[config.mk]
export PLATFORM = sky130hd
export DESIGN_NAME = tf_ctrl_seq
export DESIGN_NICKNAME = d
export VERILOG_FILES = /design/src/rtl/tf_ctrl_pkg.sv /design/src/rtl/tf_phase_cnt.sv /design/src/rtl/tf_ctrl_seq.sv
export SDC_FILE = /design/constraint.sdc
export NUM_CORES = 1
export LEC_CHECK = 0
export CAP_MARGIN = 20
export CORE_ASPECT_RATIO = 0.75
export CORE_MARGIN = 1
export CORE_UTILIZATION = 40
export DETAILED_ROUTE_END_ITERATION = 10
export PLACE_DENSITY = 0.59
export SETUP_SLACK_MARGIN = 0.1
export SYNTH_ARGS = -nofsm -noshare
export SYNTH_HDL_FRONTEND = slang
export SYNTH_SLANG_ARGS = --single-unit
[constraint.sdc]
create_clock -name clk -period 2.05 [get_ports clk]
set_input_delay 0.41 -clock clk [delete_from_list [all_inputs] [get_ports clk]]
set_output_delay 0.41 -clock clk [all_outputs]
set_load 0.05 [all_outputs]
[src/rtl/tf_ctrl_pkg.sv]
// Shared types and defaults for the frequency-meter timing controller.
// Holds the frame state encoding, default phase lengths and the frame-period helper.
package tf_ctrl_pkg;

  typedef enum logic [2:0] {
    ST_IDLE,
    ST_GATE,
    ST_GAP1,
    ST_LOCK,
    ST_GAP2,
    ST_CLR,
    ST_TAIL
  } tf_state_t;

  localparam int TF_DEF_GATE_LEN = 8;
  localparam int TF_DEF_LOCK_DLY = 1;
  localparam int TF_DEF_CLR_DLY  = 3;
  localparam int TF_DEF_TAIL_LEN = 2;

  // Cycles from one GATE entry to the next in continuous mode.
  function automatic int tf_frame_period(input int gate_len, input int lock_dly,
                                         input int clr_dly, input int tail_len);
    return gate_len + lock_dly + clr_dly + tail_len + 2;
  endfunction

endpackage

[src/rtl/tf_phase_cnt.sv]
// Loadable down-counter timing one controller phase.
// tc is registered and is high during the last cycle of the loaded duration.
module tf_phase_cnt #(
  parameter int CNT_W = 8
) (
  input  logic             clk,
  input  logic             rst,
  input  logic             load,
  input  logic [CNT_W-1:0] load_val,
  output logic             tc
);

  logic [CNT_W-1:0] cnt;

  always_ff @(posedge clk or posedge rst) begin
    if (rst) begin
      cnt <= '0;
      tc  <= 1'b0;
    end else if (load) begin
      cnt <= load_val;
      tc  <= (load_val <= CNT_W'(1));
    end else begin
      if (cnt != '0) cnt <= cnt - CNT_W'(1);
      tc <= (cnt == CNT_W'(2));
    end
  end

endmodule

[src/rtl/tf_ctrl_seq.sv]
// Frame sequencer: gate window, latch strobe and counter clear with configurable gaps.
// Define TF_CTRL_GATE_PROG_EN to add the runtime gate_len port.
module tf_ctrl_seq
  import tf_ctrl_pkg::*;
#(
  parameter int CNT_W    = 8,
  parameter int GATE_LEN = TF_DEF_GATE_LEN,
  parameter int LOCK_DLY = TF_DEF_LOCK_DLY,
  parameter int CLR_DLY  = TF_DEF_CLR_DLY,
  parameter int TAIL_LEN = TF_DEF_TAIL_LEN,
  parameter int FC_W     = 16
) (
  input  logic             clk,
  input  logic             rst,
  input  logic             start,
  input  logic             stop,
  input  logic             cont,
`ifdef TF_CTRL_GATE_PROG_EN
  input  logic [CNT_W-1:0] gate_len,
`endif
  output logic             enb,
  output logic             lock,
  output logic             clr,
  output logic             busy,
  output logic             done,
  output logic [FC_W-1:0]  frame_cnt
);

  localparam int MAX_LEN = (2 ** CNT_W) - 1;

  if (GATE_LEN < 1 || GATE_LEN > MAX_LEN) begin : g_bad_gate_len
    $error("tf_ctrl_seq: GATE_LEN out of range");
  end
  if (LOCK_DLY < 1 || LOCK_DLY > MAX_LEN) begin : g_bad_lock_dly
    $error("tf_ctrl_seq: LOCK_DLY out of range");
  end
  if (CLR_DLY < 1 || CLR_DLY > MAX_LEN) begin : g_bad_clr_dly
    $error("tf_ctrl_seq: CLR_DLY out of range");
  end
  if (TAIL_LEN < 1 || TAIL_LEN > MAX_LEN) begin : g_bad_tail_len
    $error("tf_ctrl_seq: TAIL_LEN out of range");
  end

  tf_state_t        state, state_nxt;
  logic             stop_pend;
  logic             stop_eff;
  logic             tc;
  logic             load;
  logic [CNT_W-1:0] load_val;
  logic [CNT_W-1:0] g_eff;

  // The counter load on GATE entry is the latch point for the gate length.
`ifdef TF_CTRL_GATE_PROG_EN
  assign g_eff = (gate_len == '0) ? CNT_W'(1) : gate_len;
`else
  assign g_eff = CNT_W'(GATE_LEN);
`endif

  assign stop_eff = stop_pend | stop;

  tf_phase_cnt #(
    .CNT_W(CNT_W)
  ) u_phase_cnt (
    .clk     (clk),
    .rst     (rst),
    .load    (load),
    .load_val(load_val),
    .tc      (tc)
  );

  always_ff @(posedge clk or posedge rst) begin
    if (rst) begin
      state     <= ST_IDLE;
      stop_pend <= 1'b0;
    end else begin
      state <= state_nxt;
      if (state == ST_IDLE) stop_pend <= 1'b0;
      else if (stop)        stop_pend <= 1'b1;
    end
  end

  always_comb begin
    state_nxt = state;
    case (state)
      ST_IDLE: if (start && !stop) state_nxt = ST_GATE;
      ST_GATE: begin
        if (stop)    state_nxt = ST_CLR;
        else if (tc) state_nxt = ST_GAP1;
      end
      ST_GAP1: begin
        if (stop)    state_nxt = ST_CLR;
        else if (tc) state_nxt = ST_LOCK;
      end
      ST_LOCK: state_nxt = ST_GAP2;
      ST_GAP2: if (tc) state_nxt = ST_CLR;
      ST_CLR:  state_nxt = ST_TAIL;
      ST_TAIL: if (tc) state_nxt = (cont && !stop_eff) ? ST_GATE : ST_IDLE;
      default: state_nxt = ST_IDLE;
    endcase
  end

  // Every state entry is a change of state, so a change reloads the phase counter.
  always_comb begin
    load     = (state_nxt != state) && (state_nxt != ST_IDLE);
    load_val = CNT_W'(1);
    case (state_nxt)
      ST_GATE: load_val = g_eff;
      ST_GAP1: load_val = CNT_W'(LOCK_DLY);
      ST_GAP2: load_val = CNT_W'(CLR_DLY);
      ST_TAIL: load_val = CNT_W'(TAIL_LEN);
      default: load_val = CNT_W'(1);
    endcase
  end

  // Outputs are flops decoded from the next state, so they line up with state.
  always_ff @(posedge clk or posedge rst) begin
    if (rst) begin
      enb       <= 1'b0;
      lock      <= 1'b0;
      clr       <= 1'b0;
      busy      <= 1'b0;
      done      <= 1'b0;
      frame_cnt <= '0;
    end else begin
      enb  <= (state_nxt == ST_GATE);
      lock <= (state_nxt == ST_LOCK);
      clr  <= (state_nxt == ST_CLR);
      busy <= (state_nxt != ST_IDLE);
      done <= (state == ST_TAIL) && (state_nxt == ST_IDLE);
      if (state_nxt == ST_LOCK) frame_cnt <= frame_cnt + FC_W'(1);
    end
  end

endmodule

==> out/qor.yml, run 1 <==
run_status:
  outcome: "finished clean"
synth:
  yosys.area.top_type: "dfrtp_1"
  synth-edff-count: 0
  synth_commonest_cells: "dfrtp_1, nor2_1, xnor2_1, nand3_1, nand2_1"
  syn_area_per_cell_um2: 10.47
  yosys.area.top_type_share: 0.4924
  synth_cells: 165
  ys_types: 39
  synth_nets: 173
  ys_ff_latch: 34
  syn_area_um2: 1728
  yosys_warnings: 0
  synthMostInstantiatedCell: "dfrtp_1"
  ys_async_sr_fraction: 1.000
  synth_area_leaders: "dfrtp_1, xnor2_1, nor2_1, nand3_1, o21ai_0"
  dominantRegCellSynth: "dfrtp_1"
  seq_area_frac_synth: 0.4924
critical_path:
  crit_path_end_kind: "output pin"
  cp_data_required_time_ns: 1.64
  critPathMaxFanout: 3
  cp_num_buf_inv: 1
  cpMaxStageDelayCell: "clkdlybuf4s50_1"
  worstPathCellList: "clkdlybuf4s50_1"
  max_stage_delay_ns: 0.82
  worstPathArrival_ns: 1.49
  worstSetupStartpointType: "register"
  path_delay_family: "buffers and inverters"
  path_class: "reg -> out"
grt:
  grt_pass1_wl_um: 5913
  grt_pass1_vias: 1282
  grt_usage: 0.1685
  antenna_found_initial: 0
  grt_max_degree: 35
  overflow: 0
route:
  drt_wl_total_um: 3470
  ant_nets: 0
  vias: 1349
  drc_errors: 0
  drt_iter0_markers: 87
  wl_per_cell_um: 12.76
  drtPass1Iterations: 4
  viasPerCell: 4.960
cells_and_area:
  drive_gt1_frac: 0.2120
  stdcell_count: 272
  syn2layout_area_growth_pct: 35.77
  final_cell_area_um2: 2346
  nets: 224
  diodes: 0
  fin_util: 0.5716
sta:
  hold_viol_final: 0
  max_slew_margin: 0.6533
  finClkSkew_ns: 0.005337
  fmax_ghz: 0.5273
  setup_viol: 0
  fin_crit_sh: 0.9251
  finalSetupTns_ns: 0
  grt_setup_unrepaired: "true"
  worstMarginPinSlew_ns: 0.5192
  period_needed_ns: 1.896
  drv_slew: 0
power:
  switching_power_mw: 1.251
  clkPwrFrac: 0.195
  power_per_cell_area_nw_per_um2: 1357
  leakage_nw: 1.243
  seq_power_share: 0.313
  finalPower_mw: 3.183
  power.share.combinational: 0.492
  irDropWorstVdd_uv: 551.9
  intPower_mw: 1.932
  switching_share: 0.3931
floorplanning:
  io_pins: 26
  dieArea_um2: 4589
  chipWidth_um: 77.89
  rows: 20
  core_area_um2: 4104
  die_h_um: 58.92
  start_util: 0.4210
cts:
  cts_sinks: 34
  clk_pin_slew_ns: 0.08
  cts_buffer_depth: 2
  numCtsBuffers: 5
  cts_tree: "built"
  cts-htree-levels: 2
  clkLatencyLatePin_ns: 0.28
  cts_root_buf: "clkbuf_8"
  ctsHoldBuffers: 0
hold_path:
  min_path_type: "reg -> reg"
place:
  place_congestion: 0.8385
  place_inst: 261
  dp_hpwl_um: 2414
  io_buffers: 25
  placed_cell_area_um2: 2167
flow_run:
  maxCapViolations: 0
==> metrics by stage <==
stage | worst slack (ns) | hold WS (ns)
final | 0.1535 | 0.4756
after global routing | 0.07885 | 0.4990
after CTS | 0.09878 | 0.4862
after detailed placement | -0.3322 | 0.4747
after global placement | -0.2881 | 0.4612
after floorplan | 0.1660 | 0.4829
==> final timing paths <==
check | start | to | slack [ns] | cells after the start
max | frame_cnt[10]$_DFFE_PP0P_ | frame_cnt[10] | 0.15 | 1
min | frame_cnt[15]$_DFFE_PP0P_ | frame_cnt[15]$_DFFE_PP0P_ | 0.48 | 1
max reg2reg | state[1]$_DFF_PP0_ | u_phase_cnt.tc$_DFF_PP0_ | 0.22 | 8
min reg2reg | frame_cnt[15]$_DFFE_PP0P_ | frame_cnt[15]$_DFFE_PP0P_ | 0.48 | 1
max in group asynchronous | rst | state[0]$_DFF_PP0_ | 1.18 | 3
min in group asynchronous | rst | u_phase_cnt.cnt[6]$_DFFE_PP0P_ | 0.53 | 3
==> final cells by class <==
cell class / instances / area (µm²)
tap: 55 / 68.82
clock buffer: 5 / 68.82
timing repair buffer: 50 / 461.7
fill: 393 / 1758
inverter: 7 / 26.28
sequential: 34 / 853.3
multi-input combinational: 118 / 822.0
clock inverter: 3 / 45.04
==> logic make-up after synthesis <==
logic type | share of synthesized area
AO/OA/AOI/OAI | 0.1101
XOR/XNOR | 0.09124
adder cells (fa/ha/maj) | 0.02173
buffers and inverters | 0.04128
flip-flops | 0.4924
multiplexers | 0.01883
AND/OR/NAND/NOR | 0.2245
==> power groups by stage <==
stage | clock [mW] | combinational, mW | sequential (mW)
2_1_floorplan | 0 | 0.868 | 1.09
3_3_place_gp | 0 | 1.48 | 0.988
3_5_place_dp | 0 | 1.50 | 0.995
4_1_cts | 0.637 | 1.54 | 0.990
5_1_grt | 0.664 | 1.72 | 1.02
6_report | 0.620 | 1.57 | 0.997
==> registers in the layout, indices dropped and copies added, names as in the netlist <==
| name | count |
|---|---|
| clr | 1 |
| stop_pend | 1 |
| frame_cnt | 16 |
| lock | 1 |
| u_phase_cnt.tc | 1 |
| busy | 1 |
| state | 3 |
| u_phase_cnt.cnt | 8 |
| enb | 1 |
| done | 1 |
==> what timing repair did <==
item                       CTS  global route
setup endpoints to repair   17            22
gates resized for setup      7            13
buffers inserted             2             1
hold endpoints to repair     0             0
pin swaps                    3             4
==> metal layers <==
metal | vias up | global-route usage | share of wire
met5 | - | 0 | 0
met4 | 0 | 0.04497 | 0.0078
met1 | 646 | 0.2244 | 0.50
li1 | 675 | - | -
met2 | 24 | 0.2655 | 0.46
met3 | 4 | 0.05736 | 0.033
==> cells in the final DEF (no fill, tap or decap), types with 2 or more instances in the layout <==
cell type / Yosys / final
a21oi_1: 6 / 6
and2_1: 3 / 3
and3_1: 5 / 5
buf_4: 1 / 24
clkbuf_8: 0 / 5
clkdlybuf4s50_1: 0 / 11
clkinvlp_4: 0 / 2
dfrtp_1: 34 / 32
dfrtp_2: 0 / 2
dlygate4sd2_1: 0 / 4
dlymetal6s2s_1: 0 / 10
ha_1: 3 / 3
inv_1: 7 / 7
mux2_2: 2 / 2
nand2_1: 10 / 10
nand3_1: 11 / 11
nand4_1: 3 / 3
nor2_1: 16 / 16
nor2b_1: 4 / 4
nor3_1: 5 / 5
nor3_2: 2 / 2
o21ai_0: 8 / 7
o32ai_1: 2 / 2
or3_1: 2 / 2
xnor2_1: 14 / 14
xor2_1: 4 / 4
Power figures use the tool's default switching activity.
==> run 2: changes to the inputs <==
==> constraint.sdc (replaced) <==
create_clock -name clk -period 2.05 [get_ports clk]
set_input_delay 0.41 -clock clk [delete_from_list [all_inputs] [get_ports clk]]
set_output_delay 0.41 -clock clk [all_outputs]
set_load 0.1 [all_outputs]
==> run 2 against run 1 <==
  * Sequential share of layout area increased by 1.3 points
  * Sequential power is essentially flat
  * Total power increased by 5.2%
  * Die area unchanged
  * Non-clock buffer count shrank 1
  * Final cell count shrank 0.37%
  * Wire length grew 5.0%
  * Global-route usage is 0.61 points higher
  * Utilization is 1.0 points lower
  * Clock skew is 0.0031 ns higher
  * First-iteration DRC count increased by 16%
==> out/qor.yml, run 2 (synthesis gave the netlist of run 1 again) <==
run_status:
  outcome: "finished clean"
cells_and_area:
  diodes: 0
  syn2layout_area_growth_pct: 33.31
  stdcell_count: 271
  drive_gt1_frac: 0.3611
  layout_common_cells: "buf_4, dfrtp_1, nor2_1"
  nets: 223
  fillers: 375
  largest_reg_flops: 16
  top_register: "frame_cnt"
  final_common_cell: "buf_4"
  reg_top3: "frame_cnt: 16 flops, u_phase_cnt.cnt: 8 flops, state: 3 flops"
  fin_util: 0.5613
sta:
  fin_crit_sh: 0.9207
  finalSetupTns_ns: 0
  grt_setup_unrepaired: "true"
  finClkSkew_ns: 0.008455
  worstMarginPinSlew_ns: 0.4338
  hold_viol_final: 0
  setup_viol: 0
  fmax_ghz: 0.5298
  period_needed_ns: 1.887
  drv_slew: 0
  hold_slack_ns: 0.4814
  max_slew_margin: 0.7108
power:
  leakage_nw: 1.093
  power_per_cell_area_nw_per_um2: 1453
  irDropWorstVdd_uv: 619.0
critical_path:
  worstPathCellList: "buf_4 -> buf_4 -> nor3b_1 -> o21a_1 -> a221o_1 -> nor3_4 -> a21oi_1 -> mux2_4"
  path_class: "reg -> reg"
  crit_path_frequent_cell: "buf_4"
  cp_data_required_time_ns: 2.22
  max_stage_delay_ns: 0.42
  cpMaxStageDelayCell: "dfrtp_2"
  worstSetupStartpointType: "register"
  worstPathArrival_ns: 2.06
  critPathMaxFanout: 6
  crit_path_end_kind: "register"
floorplanning:
  start_util: 0.4210
  rows: 20
  die_h_um: 58.92
  dieArea_um2: 4589
  core_area_um2: 4104
  io_pins: 26
  chipWidth_um: 77.89
route:
  drt_wl_total_um: 3642
  wl_per_cell_um: 13.44
  drc_errors: 0
  drt_iter0_markers: 101
  drtPass1Iterations: 5
  vias: 1354
  viasPerCell: 4.996
  ant_nets: 0
cts:
  clkLatencyLatePin_ns: 0.29
  cts_sinks: 34
  clk_pin_slew_ns: 0.07
  cts_tree: "built"
  cts-htree-levels: 2
  numCtsBuffers: 5
  cts_buffer_depth: 2
  cts_root_buf: "clkbuf_8"
  ctsHoldBuffers: 0
place:
  place_inst: 258
  io_buffers: 25
  place_congestion: 0.7921
  dp_hpwl_um: 2626
hold_path:
  min_path_type: "reg -> reg"
flow_run:
  maxCapViolations: 0
grt:
  overflow: 0
  antenna_found_initial: 0
  grt_pass1_vias: 1276
  grt_pass1_wl_um: 5954
  grt_usage: 0.1746
  grt_max_degree: 35
## run 2: cell count changes in the layout (fill, tap and decap cells not counted), sizes merged
cell,before,now
dlymetal6s2s,10,1
dlygate4sd2,4,1
bufinv,1,0
clkinv,0,1
clkbuf,5,6
clkinvlp,2,1
buf,25,45
clkdlybuf4s50,11,2
## run 2: stage by stage
step	total power, mW	setup slack, ns	cell area (µm²)
2_1_floorplan	2.137	0.1640	1740
3_3_place_gp	2.630	-0.3075	2117
3_5_place_dp	2.660	-0.3420	2117
4_1_cts	3.245	0.1018	2237
5_1_grt	3.567	0.05879	2303
6_report	3.348	0.1627	2303
## run 2: what timing repair did
action,4_1_cts,5_1_grt
gates resized for setup,7,9
pin swaps,3,6
endpoints found under the setup margin,14,9
hold endpoints to repair,0,0
setup buffers,0,5
## run 2: area by class of cell
class / count / area [µm²] / share of cell area
well taps: 55 / 68.82 / 0.02988
clock buffers: 6 / 82.58 / 0.03585
flip-flops and latches: 34 / 867.1 / 0.3764
clock inverters: 2 / 12.51 / 0.005432
repair buffers: 49 / 395.4 / 0.1716
multi-input cells: 118 / 850.8 / 0.3694
inverters: 7 / 26.28 / 0.01141
## run 2: where the power goes
| part | leakage (nW) | internal (mW) | switching, mW |
|---|---|---|---|
| combinational | 0.614 | 0.781 | 1.03 |
| clock | 0.0472 | 0.270 | 0.244 |
| sequential | 0.432 | 0.831 | 0.187 |
## run 2: critical path, delay by kind of cell, from the launching register on
kind | cells | cell delay [ns]
AND/OR/NAND/NOR | 2 | 0.28
buffers and inverters | 2 | 0.24
AO/OA/AOI/OAI | 3 | 0.55
flip-flops | 1 | 0.42
multiplexers | 1 | 0.26
## run 2: path summary, 6_finish.rpt
kind | startpoint | to | slack (ns) | cells after the start
setup / recovery | state[1]$_DFF_PP0_ | u_phase_cnt.cnt[0]$_DFFE_PP0P_ | 0.16 | 8
hold / removal | frame_cnt[10]$_DFFE_PP0P_ | frame_cnt[10]$_DFFE_PP0P_ | 0.48 | 1
setup reg to reg | state[1]$_DFF_PP0_ | u_phase_cnt.cnt[0]$_DFFE_PP0P_ | 0.16 | 8
hold reg to reg | frame_cnt[10]$_DFFE_PP0P_ | frame_cnt[10]$_DFFE_PP0P_ | 0.48 | 1
max in group asynchronous | rst | frame_cnt[2]$_DFFE_PP0P_ | 1.19 | 3
min in group asynchronous | rst | lock$_DFF_PP0_ | 0.53 | 3
## run 2: routing by layer
layer | vias to the layer above | wire length [µm] | GRT usage
met5 | - | 0 | 0
met4 | 0 | 36 | 0.07143
met3 | 5 | 131 | 0.04186
met2 | 23 | 1595 | 0.2756
met1 | 650 | 1878 | 0.2342
li1 | 676 | - | -
==> run 3: changes to the inputs <==
CORE_UTILIZATION = 53   (was 40)
PLACE_DENSITY = 0.75   (was 0.59)
SLEW_MARGIN = 0   (was default)
==> run 3 against run 2 <==
  * Critical path depth down 1
  * Non-clock buffer count rose by 9
  * Total power is 11% higher
  * Combinational power is 6% higher
  * First-iteration DRC count grew 22%
  * Sequential share of layout area decreased by 1.2 points
  * Sequential cell count did not move
  * Register-to-register slack worse by 0.03 ns
  * Die area decreased by 24%
  * Hold slack lost 0.0055 ns
  * Clock power up 50%
  * Setup slack worse by 0.033 ns
==> out/qor.yml, run 3 (synthesis gave the netlist of run 1 again) <==
floorplanning:
  core_area_um2: 3020
  rows: 17
  chipWidth_um: 67.93
  die_h_um: 51.45
  io_pins: 26
  start_util: 0.5721
  dieArea_um2: 3495
power:
  finalPower_mw: 3.725
  irDropWorstVdd_uv: 1164
  power_per_cell_area_nw_per_um2: 1565
  leakage_nw: 1.160
route:
  drtPass1Iterations: 4
  drc_errors: 0
  wl_per_cell_um: 15.44
  drt_wl_total_um: 4061
  ant_nets: 0
  drt_iter0_markers: 123
  viasPerCell: 5.494
  vias: 1445
place:
  place_congestion: 0.8919
  post-place-ws_ns: -0.3609
  dp_hpwl_um: 2493
  placed_cell_area_um2: 2106
  place_inst: 244
  io_buffers: 25
sta:
  worst_slack_ns: 0.1299
  hold_slack_ns: 0.4758
  max_slew_margin: 0.6754
  finalSetupTns_ns: 0
  finClkSkew_ns: 0.008904
  period_needed_ns: 1.920
  setup_viol: 0
  hold_viol_final: 0
  worstMarginPinSlew_ns: 0.4837
  fmax_ghz: 0.5208
  fin_crit_sh: 0.9366
  grt_setup_unrepaired: "true"
  drv_slew: 0
cells_and_area:
  largest_reg_flops: 16
  final_common_cell: "buf_4"
  stdcell_count: 263
  syn2layout_area_growth_pct: 37.73
  fin_util: 0.7879
  reg_top3: "frame_cnt: 16 flops, u_phase_cnt.cnt: 8 flops, state: 3 flops"
  top_register: "frame_cnt"
  diodes: 0
  nets: 232
  final_cell_area_um2: 2380
  drive_gt1_frac: 0.4044
  layout_common_cells: "buf_4, dfrtp_1, nor2_1, xnor2_1, dfrtp_2"
cts:
  cts_buffer_depth: 2
  cts-htree-levels: 2
  cts_tree: "built"
  cts_sinks: 34
  clk_pin_slew_ns: 0.07
  numCtsBuffers: 5
  clkLatencyLatePin_ns: 0.29
  cts_root_buf: "clkbuf_8"
grt:
  grt_max_degree: 35
  grt_usage: 0.2532
  antenna_found_initial: 0
  grt_pass1_vias: 1359
  grt_pass1_wl_um: 6368
  overflow: 0
critical_path:
  worstSetupStartpointType: "register"
  path_class: "reg -> reg"
  crit_path_end_kind: "register"
  worstPathArrival_ns: 2.10
  cp_data_required_time_ns: 2.23
  reg2reg_setup_slack_ns: 0.13
  critPathMaxFanout: 6
run_status:
  outcome: "finished clean"
flow_run:
  maxCapViolations: 0
hold_path:
  min_path_type: "reg -> reg"
==> run 3: what timing repair did <==
action                     4_1_cts  5_1_grt
setup endpoints to repair       20       18
resized for setup                7       12
pin swaps                        3        6
hold buffers                     0        0
buffers inserted                 3        8
==> run 3: per-layer routing <==
layer,vias to the layer above,track usage,share of wire
met5,-,0,0
met2,33,0.3889,0.48
li1,692,-,-
met4,0,0.07292,0.0094
met3,6,0.07366,0.039
met1,714,0.3438,0.47
==> run 3: area by class of cell <==
class,count,area (µm²)
Multi-Input combinational cell,118,843.3
Tap cell,38,47.55
Sequential cell,34,867.1
Fill cell,191,640.6
Clock buffer,6,82.58
Timing Repair Buffer,58,452.9
Inverter,7,26.28
Clock inverter,2,60.06
==> run 3: path summary, 6_finish.rpt <==
| kind | endpoint | from | cells past startpoint |
|---|---|---|---|
| max | u_phase_cnt.cnt[0]$_DFFE_PP0P_ | u_phase_cnt.tc$_DFF_PP0_ | 7 |
| min | frame_cnt[10]$_DFFE_PP0P_ | frame_cnt[10]$_DFFE_PP0P_ | 1 |
| max reg2reg | u_phase_cnt.cnt[0]$_DFFE_PP0P_ | u_phase_cnt.tc$_DFF_PP0_ | 7 |
| min reg2reg | frame_cnt[10]$_DFFE_PP0P_ | frame_cnt[10]$_DFFE_PP0P_ | 1 |
| max in group asynchronous | state[1]$_DFF_PP0_ | rst | 3 |
| min in group asynchronous | frame_cnt[13]$_DFFE_PP0P_ | rst | 3 |
==> run 3: critical path, cell delays in order (launching register included) <==
cell	delay, ns
dfrtp_1	0.45
buf_4	0.19
nor3b_1	0.13
o21a_1	0.16
a221o_1	0.30
nor3_2	0.21
a21oi_1	0.08
mux2_2	0.28
==> run 3: power breakdown <==
group	total (mW)	internal, mW	switching [mW]
clock	0.771	0.519	0.252
combinational	1.93	0.846	1.08
sequential	1.03	0.831	0.196
total	3.73	2.20	1.53
